File: src/rtl/lsu_ctrl.sv
// Load/store sequencer between the memory stage and a word-organised dmem.
// Word-crossing accesses are split into two back-to-back word accesses when SPLIT_EN=1.
module lsu_ctrl #(
  parameter bit SPLIT_EN = 1'b1
) (
  input  logic        clk,
  input  logic        rst_n,
  input  logic        req_valid,
  output logic        req_ready,
  input  logic        req_we,
  input  logic [1:0]  req_size,
  input  logic        req_unsigned,
  input  logic [31:0] req_addr,
  input  logic [31:0] req_wdata,
  output logic        resp_valid,
  output logic        resp_err,
  output logic [31:0] resp_rdata,
  output logic        mem_we,
  output logic [3:0]  mem_be,
  output logic [29:0] mem_addr,
  output logic [31:0] mem_wd,
  input  logic [31:0] mem_rd
);

  localparam logic [2:0] IDLE = 3'd0;
  localparam logic [2:0] ACC0 = 3'd1;
  localparam logic [2:0] ACC1 = 3'd2;
  localparam logic [2:0] CAP  = 3'd3;
  localparam logic [2:0] RESP = 3'd4;
  localparam logic [2:0] ERR  = 3'd5;

  // Byte enables of word 0 (hi=0) or word 1 (hi=1) for a size/offset pair.
  function automatic logic [3:0] lane_be(input logic [1:0] size, input logic [1:0] off,
                                         input logic hi);
    logic [7:0] m;
    case (size)
      2'b00:   m = 8'h01;
      2'b01:   m = 8'h03;
      2'b10:   m = 8'h0F;
      default: m = 8'h00;
    endcase
    m = m << off;
    return hi ? m[7:4] : m[3:0];
  endfunction

  function automatic logic [31:0] lane_wd(input logic [31:0] wd, input logic [1:0] off,
                                          input logic hi);
    logic [63:0] w;
    w = {32'b0, wd} << {off, 3'b000};
    return hi ? w[63:32] : w[31:0];
  endfunction

  logic [2:0]  state, state_nx;
  logic        r_we, r_uns;
  logic [1:0]  r_size;
  logic [31:0] r_addr, r_wdata, lo_word;

  logic        accept, acc_split, r_split;
  logic [3:0]  acc_be0, r_be1;
  logic [31:0] acc_wd0, r_wd1;
  logic [63:0] rd64;
  logic [31:0] sh, rd_ext;

  assign accept    = req_valid && (state == IDLE);
  assign acc_be0   = lane_be(req_size, req_addr[1:0], 1'b0);
  assign acc_split = lane_be(req_size, req_addr[1:0], 1'b1) != 4'b0;
  assign acc_wd0   = lane_wd(req_wdata, req_addr[1:0], 1'b0);
  assign r_be1     = lane_be(r_size, r_addr[1:0], 1'b1);
  assign r_split   = r_be1 != 4'b0;
  assign r_wd1     = lane_wd(r_wdata, r_addr[1:0], 1'b1);

  assign req_ready  = (state == IDLE);
  assign resp_valid = (state == RESP) || (state == ERR);
  assign resp_err   = (state == ERR);

  always_comb begin
    rd64 = r_split ? {mem_rd, lo_word} : {32'b0, mem_rd};
    sh   = 32'(rd64 >> {r_addr[1:0], 3'b000});
    case (r_size)
      2'b00:   rd_ext = r_uns ? {24'b0, sh[7:0]}  : {{24{sh[7]}}, sh[7:0]};
      2'b01:   rd_ext = r_uns ? {16'b0, sh[15:0]} : {{16{sh[15]}}, sh[15:0]};
      default: rd_ext = sh;
    endcase
  end

  always_comb begin
    state_nx = state;
    case (state)
      IDLE: if (accept) begin
        if (req_size == 2'b11 || (acc_split && !SPLIT_EN)) state_nx = ERR;
        else                                                 state_nx = ACC0;
      end
      ACC0:    state_nx = r_split ? ACC1 : (r_we ? RESP : CAP);
      ACC1:    state_nx = r_we ? RESP : CAP;
      CAP:     state_nx = RESP;
      RESP:    state_nx = IDLE;
      ERR:     state_nx = IDLE;
      default: state_nx = IDLE;
    endcase
  end

  always_ff @(posedge clk or negedge rst_n) begin
    if (!rst_n) begin
      state      <= IDLE;
      r_we       <= 1'b0;
      r_uns      <= 1'b0;
      r_size     <= '0;
      r_addr     <= '0;
      r_wdata    <= '0;
      lo_word    <= '0;
      resp_rdata <= '0;
      mem_we     <= 1'b0;
      mem_be     <= '0;
      mem_addr   <= '0;
      mem_wd     <= '0;
    end else begin
      state <= state_nx;
      if (accept) begin
        r_we    <= req_we;
        r_uns   <= req_unsigned;
        r_size  <= req_size;
        r_addr  <= req_addr;
        r_wdata <= req_wdata;
      end

      // Memory port is registered: each access is loaded on the edge entering its state.
      if (state == IDLE && state_nx == ACC0) begin
        mem_addr <= req_addr[31:2];
        mem_be   <= acc_be0;
        mem_we   <= req_we && (acc_be0 != 4'b0);
        mem_wd   <= acc_wd0;
      end else if (state == ACC0 && state_nx == ACC1) begin
        mem_addr <= r_addr[31:2] + 30'd1;
        mem_be   <= r_be1;
        mem_we   <= r_we;
        mem_wd   <= r_wd1;
      end else begin
        mem_we <= 1'b0;
        mem_be <= '0;
        mem_wd <= '0;
      end

      if (state == ACC1 && !r_we) lo_word <= mem_rd;

      // Zero is loaded on entry to ERR / store RESP so it is already visible with resp_valid.
      if (state == CAP)
        resp_rdata <= rd_ext;
      else if (state_nx == ERR || state_nx == RESP)
        resp_rdata <= '0;
    end
  end

endmodule

File: config.mk
export PLATFORM = sky130hd
export DESIGN_NAME = lsu_ctrl
export DESIGN_NICKNAME = d
export VERILOG_FILES = /design/src/rtl/lsu_ctrl.sv
export SDC_FILE = /design/constraint.sdc
export NUM_CORES = 1
export LEC_CHECK = 0
export CORE_MARGIN = 5
export CORE_UTILIZATION = 50
export DETAILED_ROUTE_END_ITERATION = 8
export PLACE_DENSITY = 0.88
export SETUP_SLACK_MARGIN = 0.3
export SLEW_MARGIN = 20
export SYNTH_ARGS = -nofsm -noshare
export SYNTH_HDL_FRONTEND = slang
export SYNTH_SLANG_ARGS = --single-unit
File: constraint.sdc
create_clock -name clk -period 4.2 [get_ports clk]
set_input_delay 0.84 -clock clk [delete_from_list [all_inputs] [get_ports clk]]
set_output_delay 0.84 -clock clk [all_outputs]
set_load 0.1 [all_outputs]
# ---- After elaboration in Yosys (flattened, before gate mapping)
# Index checks and enable logic that the tools add are counted.
# Widths: inputs -> output; s select.
dict set report totals {
  wordCells 68
  ff_bits 202
  input_bits 103
}
dict set report op_classes {
  n_addsub 1
  n_eq_ne 14
  n_reduce_logical 15
  n_mux 21
  n_shift 5
}
# operator n
set ops {}
lappend ops {{$mux 32} 6}
lappend ops {{$mux 64} 1}
lappend ops {{$pmux 32 s2} 1}
lappend ops {{$shl 32x5->64} 1}
lappend ops {{$shr 64x5->32} 1}
lappend ops {{$mux 30} 2}
lappend ops {{$shl 32x5->32} 1}
lappend ops {{$add 30x1->30 const B} 1}
lappend ops {{$pmux 4 s3} 2}
lappend ops {{$eq 3x3->1 const B} 4}
lappend ops {{$mux 3} 4}
lappend ops {{$pmux 3 s4} 1}
lappend ops {{$eq 3x2->1 const B} 3}
lappend ops {{$mux 4} 2}
lappend ops {{$reduce_bool 4->1} 2}
lappend ops {{$shl 8x2->4} 1}
lappend ops {{$shl 8x2->8} 1}
lappend ops {{$eq 2x2->1 const B} 3}
lappend ops {{$eq 3x1->1 const B} 2}
lappend ops {{$logic_and 1x1->1} 5}
lappend ops {{$eq 2x1->1 const B} 2}
lappend ops {{$logic_not 2->1} 2}
lappend ops {{$reduce_bool 2->1} 2}
lappend ops {{$logic_not 3->1} 1}
lappend ops {{3 further kinds} 5}

# ---- Logic depth before layout (Yosys ltp)
dict set report depth {
  word_depth 10
  depth_mapped 10
}

# ---- Worst setup path after synthesis
# Ideal clock, no wire load.
dict set report synth_path {
  path_type {register to output}
  startpoint {reg state[2]}
  endpoint {out resp_err}
  arrival_time_ns 2.877
  slack_ns 0.483
  path_stages_with_launch 4
  cell_sequence {dfrtp_1 > clkbuf_1 > inv_1 > nor3b_1}
}
dict set report synth_between {
  elab_chain_len 1
}
# element line_no
set synth_lines {}
lappend synth_lines {{from (decl)} 53} ;# logic [2:0] state, state_nx;
lappend synth_lines {{from (signal assigned)} 117} ;# state <= state_nx;
lappend synth_lines {{$eq 3x3->1} 74} ;# assign resp_err = (state == ERR);
lappend synth_lines {{to (decl)} 16} ;# output logic resp_err,
# Every way passes these cells.

# ---- Worst setup path after layout
dict set report layout_path {
  startpoint {reg state[2]}
  endpoint {out resp_valid}
}
dict set report layout_between {
  elab_chain_len 2
  word_cells_on_any_way 3
  cone_classes {2 x eq/ne; 1 x reduce/logical}
}
# element line_no
set layout_lines {}
lappend layout_lines {{$eq 3x3->1} 73} ;# assign resp_valid = (state == RESP) || (state == ERR);
lappend layout_lines {{$logic_or 1x1->1 *} 73}
lappend layout_lines {{to (decl)} 15} ;# output logic resp_valid,
# Every way passes the cells marked *; elsewhere a longest branch is shown, timed or not.

==> metrics <==
Placer Congestion=0.902; Fillers=1471; clk_skew=0.0120 ns; hold path startpoint=resp_rdata[7]; CTS Sinks=186; worst path arrival time=2.41 ns; combinational share of power=0.567; Starting Density=0.507; switch share=0.520; Async SR Flop Fraction=1.00; global-route wire length before repair=47.0 mm; GRT Total Usage=0.264; WHS Path Cells=2; initial antenna violation count=2; internal power=5.41 mW; Synth Warn #=0; Mapped Nets=1049; Tot Pwr=11.3 mW; Setup WS pre-CTS=0.952 ns; crit-path leading delay family=buffers and inverters; vias in the first global route=8652; Setup crit start=state[2]; Root Driver=clkbuf_16; ys flop type=dfrtp_1; core footprint=19500 um2; Met2 Wirelength=14.0 mm; Port Buffers=204; commonest cells after routing, fill and taps aside=clkdlybuf4s50_1, dfrtp_1, mux2_2, mux2i_1, o21ai_0; top layer in use=met4; drt pass-1 iters=6; Required @ worst endpoint=3.36 ns; fin nets=1220; max cap viols=0; insertion delay to the later sink of the worst-skew pair=0.44 ns; Mean Syn Cell Area=10.5 um2; register share of total power=0.290; Sw Pwr=5.85 mW; H-tree depth=4; CP cell instances=inv_1 > nor2_1 > clkdlybuf4s50_1; worst setup margin=0.950 ns; crit-path max cell delay=1.17 ns; layout cells sized above 1=0.138; Ports=205; Cells after Synth=938; Final Core Density=0.655; crit start category=flop; Reg clk slew, reported paths=0.07 ns; Min-Delay Path Class=reg -> reg; CTS resizes=0; clock power share=0.143; CTS Buffer Depth=2; Setup Viol. Count Final=0; CP max stage cell=clkdlybuf4s50_1; Row Count=51; CP bufs+invs=2; post-DR wirelength/cell=21.6 um; Overflow after GRT=0; Synth cell types=58; Detailed Route WL=29.9 mm; R2R cell count=8; CTS tree=built; pin count of the biggest net entering global routing=111; VDD IR max=0.581 mV; status=finished clean; min Tclk post-route=3.25 ns; DRT met1 WL=11.8 mm; Worst Tran Pin Value=1.08 ns; detailed-route via count=8650; final worst-path cycle share=0.774; sequential share of the synthesized area=0.471; Synth-to-Final Area Change=29.1%; Sum Neg Setup Slack=0 ns; Levels on crit path=3; total CTS buffers=17; final number of hold-violating endpoints=0; flops & latches, synth=186; Worst Path Max Fanout=9; Slew Limit Headroom=0.278; Vias/cell=6.23; Die Width=151 um; Static Leak=5.33 nW; full die area=22700 um2; die height=151 um; hpwl dp=19.8 mm; Fmax=308 MHz; EDFF count, synth=0; worst setup path category=reg -> out; crit end category=output port; Remaining DRCs=0; CTS Hold Bufs=0; Netlist Area Pre-Place=9870 um2; Initial DRC Count=839; RSZ-0062 raised after global routing=false; WL met3=3.02 mm; fin. max-slew vios=0; start of the worst register-to-register path=r_size[0]; antenna-violating nets left=0; commonest non-fill, non-tap cell in the layout=clkdlybuf4s50_1; total setup buffers inserted after CTS=0; PD cells=884 nW/um2
Yosys cell counts (all sizes together), types with 2 or more instances:
library cell / number / area share
or4: 3 / 0.0023
mux2: 84 / 0.096
a221oi: 8 / 0.0071
or3: 3 / 0.0024
inv: 15 / 0.0057
a211o: 9 / 0.0080
o221ai: 23 / 0.020
a211oi: 19 / 0.014
or3b: 2 / 0.0018
nand2: 57 / 0.022
o2bb2ai: 9 / 0.0080
a32o: 10 / 0.010
a32oi: 7 / 0.0062
nand2b: 8 / 0.0051
a22o: 2 / 0.0018
o211ai: 8 / 0.0061
xor2: 7 / 0.0062
dfrtp: 186 / 0.47
nor2b: 20 / 0.013
xnor2: 17 / 0.015
o22ai: 9 / 0.0063
o31ai: 2 / 0.0015
a31oi: 8 / 0.0051
o21ai: 67 / 0.034
buf: 12 / 0.0060
a21oi: 26 / 0.013
nor2: 62 / 0.024
o21a: 2 / 0.0015
nand3b: 4 / 0.0030
nand4: 5 / 0.0044
mux2i: 73 / 0.074
ha: 8 / 0.010
nor4: 8 / 0.0051
a221o: 14 / 0.014
nor3: 10 / 0.0051
nand3: 24 / 0.012
a22oi: 20 / 0.015
a21o: 4 / 0.0030
clkbuf: 62 / 0.024
and3: 7 / 0.0044
or2: 3 / 0.0019
worst paths after layout:
| check | endpoint | slack, ns |
|---|---|---|
| max | resp_valid | 0.95 |
| min in group asynchronous | mem_addr[11] | 0.50 |
| max reg2reg | resp_rdata[16] | 1.12 |
| min | resp_rdata[7] | 0.47 |
| min reg2reg | resp_rdata[7] | 0.47 |
| max in group asynchronous | resp_rdata[13] | 2.78 |
power by group through the flow:
stage | Sequential (mW) | Combinational [mW] | Clock, mW
5_1_grt | 3.36 | 6.71 | 1.71
4_1_cts | 3.24 | 6.35 | 1.62
6_report | 3.27 | 6.39 | 1.61
3_5_place_dp | 3.26 | 6.30 | 0
2_1_floorplan | 5.15 | 2.73 | 0
3_3_place_gp | 3.22 | 6.20 | 0
worst register-to-register path, cell delays in order (launching register included):
cell	delay (ns)
dfrtp_1	0.38
inv_1	0.12
ha_1	0.56
and2_1	0.55
o22ai_4	0.32
a41oi_2	0.29
buf_4	0.42
a221oi_1	0.18
a31oi_1	0.19
sequential cells by signal (all words and copies together), names as in the netlist:
signal,flops
r_we,1
r_uns,1
state,3
mem_addr,30
r_size,2
mem_we,1
mem_be,4
resp_rdata,32
lo_word,24
mem_wd,32
r_addr,32
r_wdata,24
cells by family (layout without fill, tap and decap cells):
group	Yosys count	after routing	synth area share
xor gates and xnor gates	24	24	0.0213
DFF	186	186	0.471
and+or+nand+nor	222	222	0.111
adders and majority gates	8	8	0.0101
muxes	157	157	0.170
other	0	2	0
AOI/OAI and AO/OA	252	252	0.181
buffers and inverters	89	272	0.0352
area by class of cell:
type | count | area (um2) | area share
clock inverter | 14 | 160 | 0.0126
multi-input combinational | 663 | 4910 | 0.385
clock buffer | 17 | 425 | 0.0334
antenna | 2 | 5.00 | 0.000393
inverter | 15 | 56.3 | 0.00442
timing repair buffer | 226 | 2200 | 0.173
sequential | 186 | 4660 | 0.365
tap | 265 | 332 | 0.0260
stage by stage:
step | std cells | hold WS [ns] | area [um2]
global placement | 1355 | 0.459 | 12200
global route | 1388 | 0.500 | 12700
detailed placement | 1355 | 0.465 | 12200
floorplan | 938 | 0.480 | 9870
CTS | 1386 | 0.482 | 12700
finish | 1388 | 0.473 | 12700
layer usage:
layer  up-vias  GRT usage
li1       3848          -
met1      4224      0.348
met2       498      0.415
met3        80     0.0713
met4         0      0.109
met5         -          0
No activity file was read; power rests on OpenSTA's default activity.
